### config.mk
export PLATFORM = sky130hd
export DESIGN_NAME = memory_access_stage_flat
export DESIGN_NICKNAME = d
export VERILOG_FILES = /design/src/rtl/memory_access_stage_if.sv /design/src/rtl/memory_access_stage.sv /design/src/flat_wrapper.sv
export SDC_FILE = /design/constraint.sdc
export NUM_CORES = 1
export LEC_CHECK = 0
export BUFFER_PORTS_ARGS = -buffer_cell sky130_fd_sc_hd__buf_4
export CELL_PAD_IN_SITES_DETAIL_PLACEMENT = 1
export CELL_PAD_IN_SITES_GLOBAL_PLACEMENT = 2
export CORE_UTILIZATION = 32
export DETAILED_ROUTE_END_ITERATION = 16
export HOLD_SLACK_MARGIN = 0.06
export PLACE_DENSITY_LB_ADDON = 0.1
export REMOVE_ABC_BUFFERS = 1
export SYNTH_ARGS = -nofsm -noshare
export SYNTH_HDL_FRONTEND = slang
export SYNTH_SLANG_ARGS = --single-unit
### constraint.sdc
create_clock -name clk -period 4 [get_ports clk]
set_input_delay 0.8 -clock clk [delete_from_list [all_inputs] [get_ports clk]]
set_output_delay 0.8 -clock clk [all_outputs]
set_load 0.01 [all_outputs]
### src/rtl/memory_access_stage_if.sv
// memory_access_stage_if: single-port req/ack data bus between the memory stage and memory
interface memory_access_stage_if;
  logic        req;
  logic        we;
  logic [31:0] addr;
  logic [3:0]  be;
  logic [31:0] wdata;
  logic [31:0] rdata;
  logic        ack;
  modport master(output req, we, addr, be, wdata, input rdata, ack);
  modport slave(input req, we, addr, be, wdata, output rdata, ack);
endinterface

### src/rtl/memory_access_stage.sv
// memory_access_stage: up to two sequential bus accesses per instruction, then hand-off to writeback
module memory_access_stage (
  input  logic                         clk,
  input  logic                         rst,
  input  logic                         in_valid,
  output logic                         in_ready,
  input  logic                         cres,
  input  logic [31:0]                  r1,
  input  logic [31:0]                  r2,
  input  logic [31:0]                  m_a1,
  input  logic [31:0]                  m_a2,
  input  logic [3:0]                   m_r1_op,
  input  logic [3:0]                   m_r2_op,
  input  logic [4:0]                   r_a1,
  input  logic [4:0]                   r_a2,
  input  logic [3:0]                   r_op,
  memory_access_stage_if.master        bus,
  output logic                         out_valid,
  output logic [31:0]                  q1,
  output logic [31:0]                  q2,
  output logic [4:0]                   qr_a1,
  output logic [4:0]                   qr_a2,
  output logic [3:0]                   qr_op,
  output logic                         fault
);
  typedef enum logic [1:0] {IDLE, MEM1, MEM2} state_t;
  state_t state, state_n;
  logic [3:0] o1, o2;
  logic [1:0] off1;
  logic [31:0] a2;
  logic act2;
  logic acc, act1_in, act2_in, flt_in, ld_f;
  logic [3:0] f_op;
  logic [31:0] f_a, f_d;
  // access size: 2 word, 1 half, 0 byte, 3 no access
  function automatic logic [1:0] sz(input logic [3:0] op);
    return (op == 4'd1 || op == 4'd2) ? 2'd2 : (op == 4'd5 || op == 4'd6) ? 2'd1 :
           (op == 4'd3 || op == 4'd4) ? 2'd0 : 2'd3;
  endfunction
  function automatic logic ok(input logic [3:0] op, input logic [31:0] a);
    return sz(op) == 2'd2 ? a[1:0] == 2'b00 : sz(op) == 2'd1 ? !a[0] : sz(op) == 2'd0;
  endfunction
  function automatic logic bad(input logic [3:0] op, input logic [31:0] a);
    return sz(op) != 2'd3 && !ok(op, a);
  endfunction
  function automatic logic [3:0] be_of(input logic [3:0] op, input logic [1:0] off);
    return sz(op) == 2'd2 ? 4'hf : sz(op) == 2'd1 ? 4'h3 << off : 4'h1 << off;
  endfunction
  function automatic logic [31:0] wd_of(input logic [3:0] op, input logic [31:0] d);
    return sz(op) == 2'd2 ? d : sz(op) == 2'd1 ? {2{d[15:0]}} : {4{d[7:0]}};
  endfunction
  function automatic logic [31:0] ld_of(input logic [3:0] op, input logic [1:0] off, input logic [31:0] rd);
    logic [31:0] s;
    s = rd >> {off, 3'b000};
    return sz(op) == 2'd2 ? rd : sz(op) == 2'd1 ? {16'b0, s[15:0]} : {24'b0, s[7:0]};
  endfunction
  assign in_ready = state == IDLE;
  assign acc = in_valid && in_ready;
  assign act1_in = cres && ok(m_r1_op, m_a1);
  assign act2_in = cres && ok(m_r2_op, m_a2);
  assign flt_in = cres && (bad(m_r1_op, m_a1) || bad(m_r2_op, m_a2));
  // next state and the slot whose fields go onto the bus next
  always_comb begin
    state_n = state == IDLE ? (acc ? (act1_in ? MEM1 : act2_in ? MEM2 : IDLE) : IDLE) :
              state == MEM1 ? (bus.ack ? (act2 ? MEM2 : IDLE) : MEM1) :
              (bus.ack ? IDLE : MEM2);
    f_op = state == IDLE ? (act1_in ? m_r1_op : m_r2_op) : o2;
    f_a = state == IDLE ? (act1_in ? m_a1 : m_a2) : a2;
    f_d = state == IDLE ? (act1_in ? r1 : r2) : q2;
    ld_f = (acc && (act1_in || act2_in)) || (state == MEM1 && bus.ack && act2);
  end
  // state register
  always_ff @(posedge clk or negedge rst)
    if (!rst) state <= IDLE;
    else state <= state_n;
  // instruction latch, registered bus outputs and result capture
  always_ff @(posedge clk or negedge rst) begin
    if (!rst) begin
      {bus.req, bus.we, bus.addr, bus.be, bus.wdata} <= '0;
      {out_valid, q1, q2, qr_a1, qr_a2, qr_op, fault} <= '0;
      {o1, o2, off1, a2, act2} <= '0;
    end else begin
      out_valid <= 1'b0;
      if (acc) begin
        q1 <= r1;
        q2 <= r2;
        qr_a1 <= r_a1;
        qr_a2 <= r_a2;
        qr_op <= cres ? r_op : 4'd0;
        fault <= flt_in;
        o1 <= m_r1_op;
        o2 <= m_r2_op;
        off1 <= m_a1[1:0];
        a2 <= m_a2;
        act2 <= act2_in;
        bus.req <= act1_in || act2_in;
        out_valid <= !act1_in && !act2_in;
      end else if (state != IDLE && bus.ack) begin
        if (state == MEM1 && !bus.we) q1 <= ld_of(o1, off1, bus.rdata);
        if (state == MEM2 && !bus.we) q2 <= ld_of(o2, a2[1:0], bus.rdata);
        bus.req <= ld_f;
        out_valid <= !ld_f;
      end
      if (ld_f) begin
        bus.addr <= {f_a[31:2], 2'b00};
        bus.we <= !f_op[0];
        bus.be <= be_of(f_op, f_a[1:0]);
        bus.wdata <= wd_of(f_op, f_d);
      end
    end
  end
endmodule
### src/flat_wrapper.sv
// flat-port wrapper written by rule: the top's interface ports become plain ports
module memory_access_stage_flat 
  (clk, rst, in_valid, in_ready, cres, r1, r2, m_a1, m_a2, m_r1_op, m_r2_op, r_a1, r_a2, r_op, out_valid, q1, q2, qr_a1, qr_a2, qr_op, fault, bus_req, bus_we, bus_addr, bus_be, bus_wdata, bus_rdata, bus_ack);
  memory_access_stage_if bus_i ();
  input  logic clk;
  input  logic rst;
  input  logic in_valid;
  output logic in_ready;
  input  logic cres;
  input  logic [31:0] r1;
  input  logic [31:0] r2;
  input  logic [31:0] m_a1;
  input  logic [31:0] m_a2;
  input  logic [3:0] m_r1_op;
  input  logic [3:0] m_r2_op;
  input  logic [4:0] r_a1;
  input  logic [4:0] r_a2;
  input  logic [3:0] r_op;
  output logic out_valid;
  output logic [31:0] q1;
  output logic [31:0] q2;
  output logic [4:0] qr_a1;
  output logic [4:0] qr_a2;
  output logic [3:0] qr_op;
  output logic fault;
  output wire logic [$bits(bus_i.req)-1:0] bus_req;
  output wire logic [$bits(bus_i.we)-1:0] bus_we;
  output wire logic [$bits(bus_i.addr)-1:0] bus_addr;
  output wire logic [$bits(bus_i.be)-1:0] bus_be;
  output wire logic [$bits(bus_i.wdata)-1:0] bus_wdata;
  input wire logic [$bits(bus_i.rdata)-1:0] bus_rdata;
  input wire logic [$bits(bus_i.ack)-1:0] bus_ack;
  assign bus_req = bus_i.req;
  assign bus_we = bus_i.we;
  assign bus_addr = bus_i.addr;
  assign bus_be = bus_i.be;
  assign bus_wdata = bus_i.wdata;
  assign bus_i.rdata = bus_rdata;
  assign bus_i.ack = bus_ack;
  memory_access_stage u_core (.clk(clk), .rst(rst), .in_valid(in_valid), .in_ready(in_ready), .cres(cres), .r1(r1), .r2(r2), .m_a1(m_a1), .m_a2(m_a2), .m_r1_op(m_r1_op), .m_r2_op(m_r2_op), .r_a1(r_a1), .r_a2(r_a2), .r_op(r_op), .bus(bus_i), .out_valid(out_valid), .q1(q1), .q2(q2), .qr_a1(qr_a1), .qr_a2(qr_a2), .qr_op(qr_op), .fault(fault));
endmodule
== After elaboration in Yosys (flattened, before gate mapping) ==
Index checks and enable logic that the tools add are counted.

* $add $sub $neg: 0
* $mul: 0
* Divide/modulo/power cells: 0
* Order comparisons: 0
* Equality and inequality tests: 44
* Shift-type cells: 4
* Mux-type cells: 52
* Bitwise operators: 0
* Reductions and logical operators: 51

{| class="wikitable"
|+ Operator list
! kind !! count
|-
| 2-to-1 mux 32 bit || 14
|-
| >> shifter 32 x 5 -> 16 bit || 2
|-
| == test 4 x 3 -> 1 bit (second input constant) || 15
|-
| 2-to-1 mux 2 bit || 23
|-
| == test 4 x 2 -> 1 bit (second input constant) || 10
|-
| 2-to-1 mux 16 bit || 2
|-
| == test 4 x 1 -> 1 bit (second input constant) || 5
|-
| 2-to-1 mux 4 bit || 5
|-
| logical OR 1 bit || 18
|-
| logical AND 1 bit || 13
|-
| == test 2 x 1 -> 1 bit (second input constant) || 6
|-
| == test 2 bit (second input constant) || 6
|-
| logical NOT 2 bit || 5
|-
| logical NOT 1 bit || 9
|-
| 2-to-1 mux 1 bit || 8
|-
| nonzero test 2 bit || 4
|-
| inequality test 2 bit (second input constant) || 2
|-
| AND reduction 2 bit || 2
|-
| left shift 1 x 2 -> 4 bit (first input constant) || 1
|-
| left shift 2 x 2 -> 4 bit (first input constant) || 1
|}

* Bits in registers: 193
* Latch bits: 0
* RAM bits: 0
* Bits in read-only memories: 0
* Bits of input ports: 187
* Output and inout port bits: 151
* Memories kept: 0

== Logic depth before layout (Yosys ltp) ==
* Word-level depth: 19
* Mapped depth: 12
* Mapped depth without buffers: 7

== Least setup slack after synthesis ==
Ideal clock, no wire load.

* Path type: input to register
* Start point: input m_r1_op[0]
* End point: register u_core.bus.wdata[31]
* Setup time: 126 ps
* Data arrival time: 2668 ps
* Path slack: 1206 ps
* Cell stages on the path: 10
* Cell sequence: buf_4 and2_1 o21ai_2 o2111a_1 buf_6 buf_6 mux2_1 mux2i_1 o32ai_1 a221o_1

* Cells in the longest elaborated chain, start to end: 19

{| class="wikitable"
|+ Ends and longest elaborated chain
! what !! RTL line !! source
|-
| start: declaration || flat_wrapper.sv:14 || <nowiki>input logic [3:0] m_r1_op;</nowiki>
|-
| == test 4 x 2 -> 1 bit or == test 4 x 3 -> 1 bit (tied branches) || memory_access_stage.sv:38 || <nowiki>(op == 4'd3 || op == 4'd4) ? 2'd0 : 2'd3;</nowiki>
|-
| logical OR 1 bit || memory_access_stage.sv:38 ||
|-
| 2-to-1 mux 2 bit || memory_access_stage.sv:38 ||
|-
| 2-to-1 mux 2 bit (2 in series) || memory_access_stage.sv:37 || <nowiki>return (op == 4'd1 || op == 4'd2) ? 2'd2 : (op == 4'd5 || op == 4'd6) ? 2'd1 :</nowiki>
|-
| == test 2 x 1 -> 1 bit or logical NOT 2 bit (tied branches) || memory_access_stage.sv:41 || <nowiki>return sz(op) == 2'd2 ? a[1:0] == 2'b00 : sz(op) == 2'd1 ? !a[0] : sz(op) == 2'd0;</nowiki>
|-
| 2-to-1 mux 1 bit (2 in series) || memory_access_stage.sv:41 ||
|-
| logical AND 1 bit || memory_access_stage.sv:59 || <nowiki>assign act1_in = cres && ok(m_r1_op, m_a1);</nowiki>
|-
| 2-to-1 mux 4 bit (2 in series) || memory_access_stage.sv:67 || <nowiki>f_op = state == IDLE ? (act1_in ? m_r1_op : m_r2_op) : o2;</nowiki>
|-
| == test 4 x 2 -> 1 bit or == test 4 x 3 -> 1 bit (tied branches) || memory_access_stage.sv:38 ||
|-
| logical OR 1 bit || memory_access_stage.sv:38 ||
|-
| 2-to-1 mux 2 bit || memory_access_stage.sv:38 ||
|-
| 2-to-1 mux 2 bit (2 in series) || memory_access_stage.sv:37 ||
|-
| == test 2 x 1 -> 1 bit || memory_access_stage.sv:50 || <nowiki>return sz(op) == 2'd2 ? d : sz(op) == 2'd1 ? {2{d[15:0]}} : {4{d[7:0]}};</nowiki>
|-
| 2-to-1 mux 32 bit (2 in series) || memory_access_stage.sv:50 ||
|-
| end signal: assignment || memory_access_stage.sv:108 || <nowiki>bus.wdata <= wd_of(f_op, f_d);</nowiki>
|-
| end: declaration || memory_access_stage_if.sv:10 || <nowiki>modport master(output req, we, addr, be, wdata, input rdata, ack);</nowiki>
|}

Parallel ways exist; a longest one is shown, timed or not.
A chain may end at the register's enable or synchronous reset.

== Final worst setup path ==
* Start point: register u_core.state[1]
* End point: output in_ready

* Cells in the longest elaborated chain, start to end: 1

{| class="wikitable"
|+ Ends and longest elaborated chain
! what !! RTL line !! source
|-
| start: declaration || memory_access_stage.sv:27 || <nowiki>state_t state, state_n;</nowiki>
|-
| start signal: assignment || memory_access_stage.sv:75 || <nowiki>else state <= state_n;</nowiki>
|-
| logical NOT 2 bit || memory_access_stage.sv:57 || <nowiki>assign in_ready = state == IDLE;</nowiki>
|-
| end: declaration || flat_wrapper.sv:8 || <nowiki>output logic in_ready;</nowiki>
|}

Every way passes these cells.

==> impl_metrics.ini <==
[synthesis]
synthArstFlopShare_pct = 100.0
synthMuxAreaShare_pct = 3.097
synth-adder-area-share_pct = 0.2041
synthSimpleGateAreaFrac_pct = 21.08
synth_xor_area_share_pct = 0.1680
synth_compound_area_share_pct = 23.91
ys_seq_elements = 193
yosys.cell_types.count = 68
avgSynthCellArea_sq_um = 8.658
synth_top_family_by_area = compound AO/OA/AOI/OAI gates
synth-warning-count = 0
syn-instance-count = 1204
synth.yosys.seq_area_share_pct = 46.33
synth_ff_type = dfrtp_1
syn_area_sq_mm = 0.01042
synth_edf_count = 0

[detailed_routing]
drt_iter0_markers = 691
wl_per_cell_microns = 23.12
vias = 10540
finalWirelength_microns = 44800
post-route-drc-count = 0
viasPerCell = 5.440
drt.antenna.violating_nets = 0
drtPass1Iterations = 5

[finish]
multi_input_area_sq_mm = 0.005102
final_util_pct = 43.84
fillerInstances = 3794
seqCellArea_sq_mm = 0.004830
drive_above_1_share_pct = 28.71
nNetsFinal = 1676
area_growth_pct = 33.75
finalNonFillerCells = 1938

[sta]
clock.fmax_ghz = 0.3290
holdWs_ns = 0.4715
rsz0062_at_grt = no
relSlewSlack_pct = 28.83
slew_violations = 0
final_hold_viol_count = 0
setup_viol = 0
tightest_slew_ns = 1.064
period_share_pct = 75.98
setup_ws_ns = 0.9608
post-route-min-period_ns = 3.039
skew_ns = 0.01272

[floorplan]
fp.dieH_microns = 182.5
fp.dieW_microns = 182.5
die_area_sq_mm = 0.03330
core_area_sq_mm = 0.03180
io_pins = 338
rows = 65
initial_utilization_pct = 32.78

[place]
dp_slack_ns = 0.6498
portBuffers = 335
gp_congestion = 0.8151
place_inst = 1905
hpwl_microns = 30530

[clocking]
post_cts_buffers = 0
clock_latency_ns = 0.46
htree_levels = 4
cts_tree = done
cts_resized = 0
clock_sinks = 193
cts_hold_buffers = 0
cts_buffers = 17
cts.clk_slew.worst_paths_ns = 0.07
clock_path_buffers = 2
cts-root-buf = clkbuf_16

[global_routing]
gr-total-overflow = 0
grt_max_degree = 115
antenna_found_initial = 4
grt_pass1_vias = 10760
gr-usage-all-layers_pct = 27.01
grt_first_pass_wirelength_microns = 67120

[hold_path]
hold_class = reg -> reg

[flow_run]
maxCapViolations = 0

[critical_path]
critical_path_required_ns = 3.20
critPathMaxFanout = 84
worst-endpoint-arrival_ns = 2.24
worstSetupStartpointType = register
crit_type = reg -> out
worst_setup_path_end_kind = output port

[status]
outcome = finished clean

[power_and_ir_drop]
power.density_mw_per_mm2 = 520.6
p_leak_nw = 6.874
ir_worst_vdd_mv = 0.2934
-- power breakdown --
group | switching [mW] | total (mW) | internal (mW) | leakage [nW]
clock network | 0.802 | 1.75 | 0.948 | 0.275
logic | 1.46 | 2.68 | 1.23 | 4.24
registers | 0.364 | 2.82 | 2.46 | 2.35
total | 2.62 | 7.26 | 4.64 | 6.87
-- stage by stage --
step           instance area (sq um)  power [mW]  TNS (ns)
2_1_floorplan                   9993       4.015   -231.03
6_report                       13940       7.258         0
3_3_place_gp                   13370       5.505         0
3_5_place_dp                   13370       5.567         0
5_1_grt                        13940       7.643         0
4_1_cts                        13940       7.331         0
-- cells in the mapped netlist (12+ instances only) --
cell	instances	area share (%)
a21o_1	31	2.2
a21oi_1	29	1.4
a221o_1	16	1.5
a222oi_1	17	1.6
a22o_1	14	1.2
a22oi_1	32	2.3
a311oi_1	31	2.6
a31oi_1	25	1.5
buf_1	12	0.43
buf_2	20	0.96
clkbuf_1	59	2.1
dfrtp_1	193	46
inv_1	27	0.97
mux2i_1	21	2.0
nand2_1	329	12
nand3_1	25	1.2
nor2_1	106	3.8
o21ai_0	41	2.0
-- critical path, stage by stage, from the launching register on --
cell and delay, ns:
dfrtp_1 0.48, or2_1 0.31, inv_4 0.31, buf_12 0.43, buf_4 0.21
-- layer usage --
layer	global-route usage [%]	wire, microns	vias to the layer above
li1	-	-	4850
met1	36.13	20240	5285
met2	43.54	21110	339
met3	4.730	2297	64
met4	10.02	1129	4
met5	0	30	-
-- worst paths after layout --
kind                            startpoint                   to  slack, ns  depth (start not counted)
max                        u_core.state[1]             in_ready       0.96                          4
min                        u_core.qr_op[2]      u_core.qr_op[2]       0.47                          2
max reg2reg                u_core.state[1]        u_core.q1[31]       0.99                          8
min reg2reg                u_core.qr_op[2]      u_core.qr_op[2]       0.47                          2
max in group asynchronous              rst        u_core.a2[10]       2.66                          2
min in group asynchronous              rst  u_core.bus.addr[28]       0.48                          1
-- logic make-up after synthesis --
family	Yosys count
AO/OA/AOI/OAI	321
buffers and inverters	126
adder cells (fa/ha/maj)	2
flip-flops	193
multiplexers	31
AND/OR/NAND/NOR	528
XOR/XNOR	2
other	1
-- cells in the final DEF, fill, tap and decap left out, types with 3 or more instances in the layout --
cell	n
buf_4	358
nand2_1	328
dfrtp_1	193
nor2_1	106
o21ai_0	41
a22oi_1	32
a311oi_1	31
a21o_1	31
a21oi_1	28
inv_1	27
nand3_1	25
a31oi_1	25
mux2i_1	21
a222oi_1	17
clkbuf_16	17
a221o_1	16
a22o_1	14
nor2b_1	11
o211ai_1	11
or3_1	11
nand2b_1	10
o221ai_1	10
nor3_1	10
o21ai_1	9
and3_1	9
a31o_2	8
o221a_2	8
mux2_1	8
o32ai_1	8
a221oi_1	6
a31o_1	6
clkinv_2	4
buf_12	4
and2_1	3
clkinvlp_4	3
clkbuf_8	3
-- sequential cells by signal, summed over array words and instances, names as in the netlist, 2 cells and up --
| signal | cells |
|---|---|
| u_core.o2 | 4 |
| u_core.state | 2 |
| u_core.o1 | 4 |
| u_core.bus.addr | 30 |
| u_core.a2 | 32 |
| u_core.off1 | 2 |
| u_core.q2 | 32 |
| u_core.qr_op | 4 |
| u_core.bus.be | 4 |
| u_core.qr_a1 | 5 |
| u_core.q1 | 32 |
| u_core.qr_a2 | 5 |
| u_core.bus.wdata | 32 |
-- cell type report --
| type | instances | share of cell area (%) |
|---|---|---|
| flip-flops and latches | 193 | 34.64 |
| multi-input cells | 886 | 36.60 |
| inverters | 28 | 0.7718 |
| clock buffers | 21 | 3.303 |
| well taps | 435 | 3.904 |
| clock inverters | 10 | 0.7987 |
| diodes | 2 | 0.03590 |
| repair buffers | 363 | 19.95 |
Power figures use the tool's default switching activity.
